## config.mk

```make
export PLATFORM = sky130hd
export DESIGN_NAME = seq_detect_ctrl
export DESIGN_NICKNAME = d
export VERILOG_FILES = /design/src/rtl/seq_ctrl_pkg.sv /design/src/rtl/seq_match_core.sv /design/src/rtl/seq_detect_ctrl.sv
export SDC_FILE = /design/constraint.sdc
export NUM_CORES = 1
export LEC_CHECK = 0
export CORE_MARGIN = 3
export CORE_UTILIZATION = 45
export CTS_CLUSTER_DIAMETER = 150
export DETAILED_ROUTE_END_ITERATION = 12
export GPL_ROUTABILITY_DRIVEN = 0
export HOLD_SLACK_MARGIN = 0.1
export PLACE_DENSITY = 0.71
export SLEW_MARGIN = 20
export SYNTH_ARGS = -nofsm -noshare
export SYNTH_HDL_FRONTEND = slang
export SYNTH_SLANG_ARGS = --single-unit
```

## constraint.sdc

```tcl
create_clock -name i_clk -period 3.9 [get_ports i_clk]
set_input_delay 0.78 -clock i_clk [delete_from_list [all_inputs] [get_ports i_clk]]
set_output_delay 0.78 -clock i_clk [all_outputs]
set_load 0.01 [all_outputs]
```

## src/rtl/seq_ctrl_pkg.sv

```systemverilog
// Shared definitions for the serial pattern-detector controller:
// state encoding, default sizes and the legal-length check.
package seq_ctrl_pkg;

   localparam int unsigned DEF_MAX_LEN = 8;
   localparam int unsigned DEF_CNT_W   = 8;

   typedef enum logic [1:0] {
      StIdle = 2'd0,
      StRun  = 2'd1,
      StDone = 2'd2
   } state_t;

   function automatic logic len_legal(input int unsigned len, input int unsigned max_len);
      return (len >= 1) && (len <= max_len);
   endfunction

endpackage

```

## src/rtl/seq_match_core.sv

```systemverilog
// History shift register, fill counter and masked compare; raises a
// combinational hit when the newest len bits equal the pattern.
module seq_match_core
   import seq_ctrl_pkg::*;
#(
   parameter int unsigned MAX_LEN = DEF_MAX_LEN,
   parameter int unsigned LEN_W   = $clog2(MAX_LEN + 1)
) (
   input  logic               i_clk,
   input  logic               i_reset,
   input  logic               i_clear,
   input  logic               i_en,
   input  logic               i_x_valid,
   input  logic               i_x,
   input  logic [MAX_LEN-1:0] i_pattern,
   input  logic [LEN_W-1:0]   i_len,
   input  logic               i_overlap,
   output logic               o_hit
);

   logic [MAX_LEN-1:0] r_hist;
   logic [LEN_W-1:0]   r_fill;
   logic [MAX_LEN:0]   w_cat;
   logic [MAX_LEN-1:0] w_shift;
   logic [MAX_LEN-1:0] w_mask;
   logic               w_enough;

   assign w_cat    = {r_hist, i_x};
   assign w_shift  = w_cat[MAX_LEN-1:0];
   assign w_enough = ((LEN_W + 1)'(r_fill) + (LEN_W + 1)'(1)) >= (LEN_W + 1)'(i_len);

   always_comb begin
      w_mask = '0;
      for (int i = 0; i < MAX_LEN; i++) begin
         w_mask[i] = (i_len > LEN_W'(i));
      end
   end

   assign o_hit = i_en && i_x_valid && w_enough &&
                  ((w_shift & w_mask) == (i_pattern & w_mask));

   always_ff @(posedge i_clk or posedge i_reset) begin
      if (i_reset) begin
         r_hist <= '0;
         r_fill <= '0;
      end else if (i_clear) begin
         r_hist <= '0;
         r_fill <= '0;
      end else if (i_en && i_x_valid) begin
         r_hist <= w_shift;
         // Non-overlap mode demands len fresh bits before the next match.
         if (o_hit && !i_overlap) begin
            r_fill <= '0;
         end else if (r_fill != LEN_W'(MAX_LEN)) begin
            r_fill <= r_fill + LEN_W'(1);
         end
      end
   end

endmodule

```

## src/rtl/seq_detect_ctrl.sv

```systemverilog
// Programmable serial pattern-detector controller: config registers,
// IDLE/RUN/DONE FSM, saturating match counter and registered outputs.
module seq_detect_ctrl
   import seq_ctrl_pkg::*;
#(
   parameter int unsigned MAX_LEN = DEF_MAX_LEN,
   parameter int unsigned CNT_W   = DEF_CNT_W,
   parameter int unsigned LEN_W   = $clog2(MAX_LEN + 1)
) (
   input  logic               i_clk,
   input  logic               i_reset,
   input  logic               i_cfg_we,
   input  logic [MAX_LEN-1:0] i_cfg_pattern,
   input  logic [LEN_W-1:0]   i_cfg_len,
   input  logic               i_cfg_overlap,
   input  logic [CNT_W-1:0]   i_cfg_target,
   input  logic               i_start,
   input  logic               i_stop,
   input  logic               i_x_valid,
   input  logic               i_x,
   output logic               o_busy,
   output logic               o_match,
   output logic [CNT_W-1:0]   o_match_cnt,
   output logic               o_done,
   output logic               o_cfg_err
);

   state_t             r_state,   w_state_nxt;
   logic [MAX_LEN-1:0] r_pattern, w_pattern_nxt;
   logic [LEN_W-1:0]   r_len,     w_len_nxt;
   logic               r_overlap, w_overlap_nxt;
   logic [CNT_W-1:0]   r_target,  w_target_nxt;
   logic [CNT_W-1:0]   r_cnt,     w_cnt_nxt;
   logic               r_match,   w_match_nxt;
   logic               r_err,     w_err_nxt;
   logic               w_clear;
   logic               w_hit;
   logic               w_we_ok;

   assign w_we_ok = i_cfg_we && len_legal(32'(i_cfg_len), MAX_LEN);

   seq_match_core #(
      .MAX_LEN (MAX_LEN),
      .LEN_W   (LEN_W)
   ) u_core (
      .i_clk     (i_clk),
      .i_reset   (i_reset),
      .i_clear   (w_clear),
      .i_en      (r_state == StRun),
      .i_x_valid (i_x_valid),
      .i_x       (i_x),
      .i_pattern (r_pattern),
      .i_len     (r_len),
      .i_overlap (r_overlap),
      .o_hit     (w_hit)
   );

   always_comb begin
      w_state_nxt   = r_state;
      w_pattern_nxt = r_pattern;
      w_len_nxt     = r_len;
      w_overlap_nxt = r_overlap;
      w_target_nxt  = r_target;
      w_cnt_nxt     = r_cnt;
      w_match_nxt   = 1'b0;
      w_err_nxt     = 1'b0;
      w_clear       = 1'b0;
      unique case (r_state)
         StIdle: begin
            // An illegal write also kills a same-cycle start: one error pulse.
            if (i_cfg_we && !w_we_ok) begin
               w_err_nxt = 1'b1;
            end else begin
               if (w_we_ok) begin
                  w_pattern_nxt = i_cfg_pattern;
                  w_len_nxt     = i_cfg_len;
                  w_overlap_nxt = i_cfg_overlap;
                  w_target_nxt  = i_cfg_target;
               end
               if (i_start) begin
                  if (len_legal(32'(w_len_nxt), MAX_LEN)) begin
                     w_state_nxt = StRun;
                     w_cnt_nxt   = '0;
                     w_clear     = 1'b1;
                  end else begin
                     w_err_nxt = 1'b1;
                  end
               end
            end
         end
         StRun: begin
            w_err_nxt = i_cfg_we;
            if (w_hit) begin
               w_match_nxt = 1'b1;
               if (r_cnt != '1) begin
                  w_cnt_nxt = r_cnt + CNT_W'(1);
               end
            end
            if ((w_hit && (r_target != '0) && (w_cnt_nxt == r_target)) || i_stop) begin
               w_state_nxt = StDone;
            end
         end
         StDone: w_state_nxt = StIdle;
         default: w_state_nxt = StIdle;
      endcase
   end

   always_ff @(posedge i_clk or posedge i_reset) begin
      if (i_reset) begin
         r_state   <= StIdle;
         r_pattern <= '0;
         r_len     <= '0;
         r_overlap <= 1'b0;
         r_target  <= '0;
         r_cnt     <= '0;
         r_match   <= 1'b0;
         r_err     <= 1'b0;
      end else begin
         r_state   <= w_state_nxt;
         r_pattern <= w_pattern_nxt;
         r_len     <= w_len_nxt;
         r_overlap <= w_overlap_nxt;
         r_target  <= w_target_nxt;
         r_cnt     <= w_cnt_nxt;
         r_match   <= w_match_nxt;
         r_err     <= w_err_nxt;
      end
   end

   assign o_busy      = (r_state == StRun);
   assign o_done      = (r_state == StDone);
   assign o_match     = r_match;
   assign o_match_cnt = r_cnt;
   assign o_cfg_err   = r_err;

endmodule
```

==> flow_summary.json, run 1 <==
{
  "synth_top_area_cell": "dfrtp_1",
  "max_freq_ghz": 0.3146,
  "area_growth_pct": 19.98,
  "vias": 2149,
  "antenna_found_initial": 0,
  "period_needed_ns": 3.179,
  "power_mw": 1.885,
  "drcViolationCount": 0,
  "synthTopCellsByArea": "dfrtp_1 (42%), mux2_2 (9.4%), xnor2_1 (5.6%), a21oi_1 (3.8%), nand2_1 (3.7%)",
  "wl_um": 5776,
  "synthTopCellsByCount": "dfrtp_1 (44), nand2_1 (26), mux2_2 (22)",
  "dr.pass1.iters": 4,
  "start_util_pct": 47.23,
  "worstSetupStartpointType": "primary input",
  "nets": 336,
  "synth_edf_count": 0,
  "crit_path_end_kind": "flip-flop",
  "synth_adder_area_share_pct": 3.307,
  "dp_hpwl_um": 4404,
  "status": "finished, final reports clean",
  "ctsHoldBuffers": 0,
  "cp.buffers_inverters": 1,
  "grt_pass1_wl_um": 9542,
  "cts_resized": 0,
  "core.rowCount": 27,
  "fin_worst_skew_ns": 0.009915,
  "worstSkewPairLatency_ns": 0.30,
  "yosys_most_used_dff": "dfrtp_1",
  "cts_setup_buffers": 0,
  "overflow": 0,
  "hold_path.class": "flip-flop to flip-flop",
  "yosys-mux-area-fraction_pct": 10.86,
  "via_per_inst": 5.746,
  "worst_path_largest_cell_delay_ns": 0.57,
  "post-route-util_pct": 56.67,
  "period_share_pct": 81.51,
  "cts-buffers-inserted": 5,
  "rsz0062_at_grt": "no",
  "netlist_instances": 265,
  "layout-drive-gt1-share_pct": 14.57,
  "synth-seq-cells": 44,
  "cts.sinks": 44,
  "layout_setup_ws_ns": 0.7211,
  "synth.most_common_cell": "dfrtp_1",
  "cts_tree": "done",
  "tns_ns": 0,
  "grt_max_degree": 27,
  "yosys.area_share.simple_pct": 18.00,
  "die_area_um2": 6843,
  "worstRegToRegCells": 10,
  "synthXorXnorAreaFrac_pct": 6.613,
  "n_antenna_cell": 0,
  "ios": 40,
  "synth-compound-area-share_pct": 15.45,
  "cap_violations": 0,
  "cp.required_ns": 4.10,
  "wl_per_cell_um": 15.44,
  "arrival_ns": 3.38,
  "grt_pass1_vias": 2056,
  "yosysSeqAreaShare_pct": 41.57,
  "hold_viol": 0,
  "synthArstFlopShare_pct": 100.0,
  "setup_viol": 0,
  "cp_slowest_cell": "or4b_1",
  "hold_ws_ns": 0.5320,
  "min_delay_path_depth": 1,
  "synth.avg_cell_area_um2": 9.995,
  "r2r_slack_ns": 0.86,
  "grt.total_usage_pct": 18.61,
  "syn-num-nets": 300,
  "fp.dieW_um": 82.72,
  "clk_path_buf_depth": 2,
  "crit_path_cell_trace": "clkdlybuf4s50_1 -> xnor2_1 -> o21ai_1 -> a211oi_1 -> and3_1 -> mux2i_1 -> o2111ai_1 -> or4b_1 -> a21o_1",
  "timing.final.max_slew_violations": 0,
  "ir_worst_vdd_uv": 292.4,
  "ys_warn_count": 0,
  "path_max_fanout": 7,
  "port_buffers": 39,
  "ctsHtreeMaxLevel": 2,
  "powerDensity_nw_per_um2": 593.2,
  "worst_slew_pin_slew_ns": 0.8864,
  "relSlewSlack_pct": 40.76,
  "ys_types": 57,
  "pre_cts_slack_ns": 0.4576,
  "clkSlewWorstSetupHoldPaths_ns": 0.09,
  "drtIter0Drc": 188,
  "synth_area_um2": 2649,
  "detail-route-antenna-nets": 0,
  "core_area_um2": 5608,
  "root_buffer": "clkbuf_8",
  "synth.top_cell.area_share_pct": 41.57,
  "critPathTopFamily": "simple AND/OR/NAND/NOR gates",
  "synth_top_family_by_area": "simple AND/OR/NAND/NOR gates",
  "crit_cells": 9,
  "critPathKind": "primary input to flip-flop",
  "total_leakage_power_nw": 1.270,
  "die_h_um": 82.72
}
registers in the layout, indices dropped and copies added (netlist names):
name / flops
r_state: 2
u_core.r_hist: 7
r_pattern: 8
o_match_cnt: 8
r_overlap: 1
o_cfg_err: 1
o_match: 1
r_target: 8
u_core.r_fill: 4
r_len: 4
power by group:
part	switching [mW]	leakage [nW]	total (mW)	internal [mW]
clock network	0.155	0.0552	0.345	0.190
registers	0.168	0.564	0.763	0.595
logic	0.384	0.651	0.777	0.393
total	0.707	1.27	1.89	1.18
final timing paths:
check                               end             start
max                          r_state[0]               i_x
min                        r_pattern[0]      r_pattern[0]
max reg2reg                  r_state[0]  u_core.r_fill[0]
min reg2reg                r_pattern[0]      r_pattern[0]
max in group asynchronous      r_len[3]           i_reset
min in group asynchronous   r_target[2]           i_reset
cells by family (layout without fill, tap and decap cells):
group	Yosys count	after routing
fa+ha+maj	7	7
compound gates	60	60
mux	26	26
xor+xnor	20	20
buf+inv	22	59
flops	44	44
simple gates	86	86
placed cells by master (no fill, tap or decap), types with 5 or more instances in the layout:
cell type,n
o21ai_0,11
inv_1,7
and3_1,5
nand2_1,26
ha_1,7
nand4_1,8
a21oi_1,20
clkdlybuf4s50_1,39
dfrtp_1,44
mux2_2,22
clkbuf_8,5
nor2_1,13
xnor2_1,17
final cells by class:
cell class	instances	area [um^2]
repair buffers	41	405.4
clock buffers	6	72.57
clock inverters	2	35.03
fillers	518	2430
well taps	72	90.09
multi-input cells	199	1436
inverters	10	37.54
flip-flops and latches	44	1101
metrics by stage:
stage,area (um^2),instances
after CTS,3178,374
after floorplan,2649,265
after detailed placement,3070,366
final,3178,374
after global routing,3178,374
after global placement,3070,366
per-layer routing:
layer | global-route usage, % | up-vias | wire [um]
met5 | 0 | - | 0
met4 | 8.333 | 0 | 121
met3 | 3.796 | 10 | 336
met2 | 29.41 | 59 | 2641
met1 | 24.57 | 1050 | 2677
li1 | - | 1030 | -
Note: power is estimated with default switching activity, not from simulation.
==> run 2, diff against run 1 <==
- clock period: 3.9 -> 3.02 ns (I/O delays scaled with it)
==> run 2 against run 1 <==
  * Critical path depth increased by 2
  * Sequential share of layout area decreased by 0.80 points
  * Cell area increased by 2.4%
  * Total power increased by 29%
  * Clock power increased by 12%
  * Sequential power increased by 28%
  * First-iteration DRC count decreased by 36%
  * Global-route usage decreased by 0.22 points
  * Die area unchanged
  * Clock skew decreased by 0.0014 ns
  * Wire length increased by 0.59%
  * Hold slack got worse by 0.013 ns
  * Largest power group unchanged
==> flow_summary.json, run 2 (synthesis results as in run 1) <==
{
  "status": "finished, final reports clean",
  "wl_per_cell_um": 15.13,
  "post-route-util_pct": 58.01,
  "clk_path_buf_depth": 2,
  "grt_max_degree": 45,
  "worstSetupStartpointType": "flip-flop",
  "worstRegToRegCells": 11,
  "detail-route-antenna-nets": 0,
  "ctsHtreeMaxLevel": 2,
  "die_h_um": 82.72,
  "via_per_inst": 5.656,
  "grt_pass1_wl_um": 9680,
  "start_util_pct": 47.23,
  "layout-drive-gt1-share_pct": 18.59,
  "cp.required_ns": 3.22,
  "ios": 40,
  "die_area_um2": 6843,
  "antenna_found_initial": 0,
  "grt.total_usage_pct": 18.39,
  "core_area_um2": 5608,
  "layout_setup_ws_ns": 0.1402,
  "worstSkewPairLatency_ns": 0.30,
  "port_buffers": 39,
  "nets": 346,
  "final_cell_mix": "dfrtp_1 (44), clkdlybuf4s50_1 (39), nand2_1 (26), mux2_2 (22), a21oi_1 (20)",
  "cts-buffers-inserted": 5,
  "p_sw_mw": 0.9236,
  "root_buffer": "clkbuf_8",
  "switching_share_pct": 38.11,
  "cts.sinks": 44,
  "relSlewSlack_pct": 52.07,
  "setup_viol": 0,
  "path_max_fanout": 5,
  "power_frac_comb_pct": 43.7,
  "timing.final.max_slew_violations": 0,
  "crit_path_end_kind": "flip-flop",
  "cts_tree": "done",
  "core.rowCount": 27,
  "pwr-share-clk_pct": 16.0,
  "dr.pass1.iters": 4,
  "vias": 2172,
  "r2r_slack_ns": 0.14,
  "min_delay_path_depth": 1,
  "dp_hpwl_um": 4400,
  "pwr-share-seq_pct": 40.3,
  "drtIter0Drc": 121,
  "powerDensity_nw_per_um2": 744.9,
  "grt_pass1_vias": 2035,
  "max_freq_ghz": 0.3472,
  "critPathKind": "flip-flop to flip-flop",
  "ir_worst_vdd_uv": 465.8,
  "cap_violations": 0,
  "fp.dieW_um": 82.72,
  "area_growth_pct": 22.82,
  "period_needed_ns": 2.880,
  "pre_cts_slack_ns": -0.1071,
  "n_antenna_cell": 0,
  "total_leakage_power_nw": 1.316,
  "clkSlewWorstSetupHoldPaths_ns": 0.09,
  "hold_viol": 0,
  "hold_path.class": "flip-flop to flip-flop",
  "overflow": 0,
  "drcViolationCount": 0,
  "intPower_mw": 1.500,
  "worst_slew_pin_slew_ns": 0.7089,
  "wl_um": 5810,
  "period_share_pct": 95.36,
  "layout_commonest_cell": "dfrtp_1",
  "arrival_ns": 3.08,
  "fin_worst_skew_ns": 0.008555
}
==> run 2: worst paths after layout <==
path,start,to
worst min register to register,r_state[1],o_cfg_err
worst max-delay path,u_core.r_fill[0],r_state[0]
worst max register to register,u_core.r_fill[0],r_state[0]
min in group asynchronous,i_reset,r_pattern[1]
max in group asynchronous,i_reset,r_pattern[5]
worst min-delay path,r_state[1],o_cfg_err
==> run 2: metrics by stage <==
step	TNS, ns	hold WS [ns]	power [mW]	std cells	instance area, um^2
5_1_grt	-0.01360	0.5592	2.611	384	3253
6_report	0	0.5188	2.423	384	3253
4_1_cts	0	0.5191	2.417	384	3238
3_5_place_dp	-0.1071	0.5140	2.026	376	3146
2_1_floorplan	0	0.4775	1.744	265	2649
3_3_place_gp	-0.07736	0.5118	2.003	376	3146
==> run 2: critical path, stage by stage, from the launching register on <==
cell,delay [ns]
dfrtp_1,0.42
ha_2,0.23
xor2_1,0.15
ha_1,0.28
o21ai_1,0.11
o21ai_4,0.24
buf_4,0.17
nand3_4,0.08
a311oi_2,0.21
o2111ai_1,0.15
or4b_1,0.57
a21o_1,0.18
==> run 2: repair_timing <==
item | in CTS | in global routing
hold buffers | 0 | 0
endpoints found under the setup margin | 0 | 1
hold endpoints to repair | 0 | 0
resized for setup | 0 | 4
buffers inserted | 0 | 0
==> run 2: metal layers <==
metal,GRT usage [%],routed length (um)
met5,0,0
met2,28.69,2674
met4,5.719,83
met1,25.68,2688
met3,3.688,363
==> run 2: final cells by class <==
type / instances / area (um^2)
flip-flops and latches: 44 / 1101
clock inverters: 2 / 10.01
multi-input cells: 199 / 1451
clock buffers: 6 / 82.58
repair buffers: 51 / 480.5
fillers: 503 / 2355
well taps: 72 / 90.09
inverters: 10 / 37.54
==> run 2: power by group through the flow <==
stage / Sequential, mW / Combinational (mW) / Clock (mW)
floorplan: 0.927 / 0.817 / 0
global placement: 0.984 / 1.02 / 0
detailed placement: 0.988 / 1.04 / 0
CTS: 0.975 / 1.04 / 0.399
global route: 1.01 / 1.18 / 0.424
finish: 0.977 / 1.06 / 0.387
==> run 3, diff against run 2 <==
- CORE_UTILIZATION: 45 -> 40
- PLACE_DENSITY: 0.71 -> 0.65
- REMOVE_ABC_BUFFERS: default -> 1
- SETUP_SLACK_MARGIN: default -> 0.5
==> run 3 against run 2 <==
  * Via count is 1.2% lower
  * Maximum frequency is 1.0% higher
  * Global-route usage is 1.9 points lower
  * Sequential power is 2% higher
  * Clock power is 22% higher
  * Wire length is 4.5% higher
  * Cell area is 4.7% higher
  * Hold slack better by 0.0011 ns
  * Die area is 12% higher
  * Critical path depth is 2 lower
  * First-iteration DRC count is 0.83% lower
  * Critical path type is now primary input to flip-flop
  * Largest cell class unchanged
  * Largest power group unchanged
  * Highest routed layer unchanged
==> flow_summary.json, run 3 (synthesis results as in run 1) <==
{
  "pwr-share-seq_pct": 38.0,
  "timing.rr.start": "u_core.r_fill[0]",
  "final_cell_mix": "clkdlybuf4s50_1 (39), dfrtp_1 (39), nand2_1 (26), mux2_2 (22), a21oi_1 (19)",
  "status": "finished, final reports clean",
  "layout_setup_ws_ns": 0.1687,
  "die_h_um": 87.38,
  "worst_slew_pin_slew_ns": 0.5291,
  "intPower_mw": 1.612,
  "cp.required_ns": 3.21,
  "max_freq_ghz": 0.3507,
  "core_area_um2": 6386,
  "worstRegToRegCells": 10,
  "rsz0062_at_grt": "yes",
  "powerDensity_nw_per_um2": 769.6,
  "ios": 40,
  "dp_hpwl_um": 4333,
  "relSlewSlack_pct": 64.23,
  "crit_path_cell_trace": "clkdlybuf4s50_1 -> xnor2_1 -> o21ai_1 -> a211oi_2 -> and3_4 -> mux2i_1 -> o2111ai_1 -> or4b_1 -> a21o_1",
  "pwr-share-clk_pct": 18.0,
  "port_buffers": 39,
  "total_leakage_power_nw": 1.331,
  "cts.sinks": 44,
  "ctsHoldBuffers": 0,
  "pre_cts_slack_ns": -0.1233,
  "grt_max_degree": 27,
  "switching_share_pct": 38.48,
  "critPathKind": "primary input to flip-flop",
  "worstSkewPairLatency_ns": 0.30,
  "cts-buffers-inserted": 5,
  "overflow": 0,
  "grt.total_usage_pct": 16.51,
  "drcViolationCount": 0,
  "grt_pass1_vias": 2034,
  "worst_path_largest_cell_delay_ns": 0.56,
  "wl_per_cell_um": 15.49,
  "r2r_slack_ns": 0.20,
  "ir_worst_vdd_uv": 355.0,
  "cp.buffers_inverters": 1,
  "arrival_ns": 3.04,
  "power_frac_comb_pct": 44.0,
  "wl_um": 6073,
  "path_max_fanout": 3,
  "clk_path_buf_depth": 2,
  "die_area_um2": 7634,
  "critPathTopFamily": "simple AND/OR/NAND/NOR gates",
  "period_share_pct": 94.41,
  "ctsHtreeMaxLevel": 2,
  "antenna_found_initial": 0,
  "nets": 349,
  "root_buffer": "clkbuf_8",
  "setup_viol": 0,
  "min_delay_path_depth": 1,
  "period_needed_ns": 2.851,
  "reg2reg_to": "r_state[0]",
  "start_util_pct": 41.48,
  "fp.dieW_um": 87.38,
  "clkSlewWorstSetupHoldPaths_ns": 0.10,
  "dr.pass1.iters": 4,
  "cts_tree": "done",
  "n_antenna_cell": 0,
  "fin_worst_skew_ns": 0.009987,
  "holdPathEnd": "o_cfg_err",
  "area_growth_pct": 28.53,
  "layout-drive-gt1-share_pct": 26.03,
  "detail-route-antenna-nets": 0,
  "drtIter0Drc": 120,
  "cp_slowest_cell": "or4b_1",
  "grt_pass1_wl_um": 10070,
  "place_inst": 381,
  "via_per_inst": 5.477,
  "worstSetupStartpointType": "primary input",
  "cap_violations": 0,
  "core.rowCount": 29,
  "hold_path.class": "flip-flop to flip-flop",
  "crit_path_end_kind": "flip-flop",
  "hold_viol": 0,
  "hp-start": "r_state[1]",
  "timing.final.max_slew_violations": 0,
  "instances_no_fill": 392,
  "vias": 2147,
  "power_mw": 2.620,
  "p_sw_mw": 1.008
}
-- run 3: what timing repair did --
action | CTS | global route
gates resized for setup | 9 | 18
pin swaps | 6 | 5
buffers inserted | 2 | 1
endpoints found under the setup margin | 6 | 11
-- run 3: power groups by stage --
| stage | Combinational [mW] | Sequential [mW] | Clock [mW] |
|---|---|---|---|
| 5_1_grt | 1.26 | 1.03 | 0.510 |
| 3_3_place_gp | 1.02 | 0.993 | 0 |
| 4_1_cts | 1.09 | 0.985 | 0.484 |
| 3_5_place_dp | 1.03 | 0.998 | 0 |
| 6_report | 1.15 | 0.996 | 0.471 |
| 2_1_floorplan | 0.782 | 0.938 | 0 |
-- run 3: final cells by class --
type / instances / area [um^2]
repair buffers: 54 / 503.0
clock buffers: 5 / 68.82
inverters: 10 / 37.54
multi-input cells: 199 / 1545
well taps: 77 / 96.34
clock inverters: 3 / 46.29
flip-flops and latches: 44 / 1107
fillers: 607 / 2982
-- run 3: metal layers --
metal | vias up | share of wire (%) | track usage, %
li1 | 1054 | - | -
met1 | 1029 | 48 | 23.96
met2 | 57 | 46 | 24.79
met3 | 7 | 5.0 | 3.122
met4 | 0 | 1.2 | 5.021
met5 | - | 0 | 0
-- run 3: worst max-delay path by stage --
| stage | slack [ns] | startpoint | cells after the start | end |
|---|---|---|---|---|
| 4_1_cts | 0.20 | u_core.r_fill[0] | 10 | r_state[0] |
| 2_1_floorplan | 0.24 | u_core.r_fill[0] | 10 | r_state[0] |
| 3_5_place_dp | -0.12 | i_x | 9 | r_state[0] |
| 3_3_place_gp | -0.08 | i_x | 9 | r_state[0] |
| 6_report | 0.17 | i_x | 9 | r_state[0] |
| 5_1_grt | 0.11 | u_core.r_fill[0] | 10 | r_state[0] |
-- run 3: through the flow --
| step | cell area, um^2 | hold slack, ns | setup TNS (ns) | utilization, % |
|---|---|---|---|---|
| finish | 3405 | 0.5199 | 0 | 53.31 |
| global route | 3405 | 0.5462 | 0 | 53.31 |
| CTS | 3313 | 0.5238 | 0 | 51.88 |
| detailed placement | 3152 | 0.5173 | -0.1233 | 49.35 |
| global placement | 3152 | 0.5151 | -0.07917 | 49.35 |
| floorplan | 2575 | 0.4775 | 0 | - |
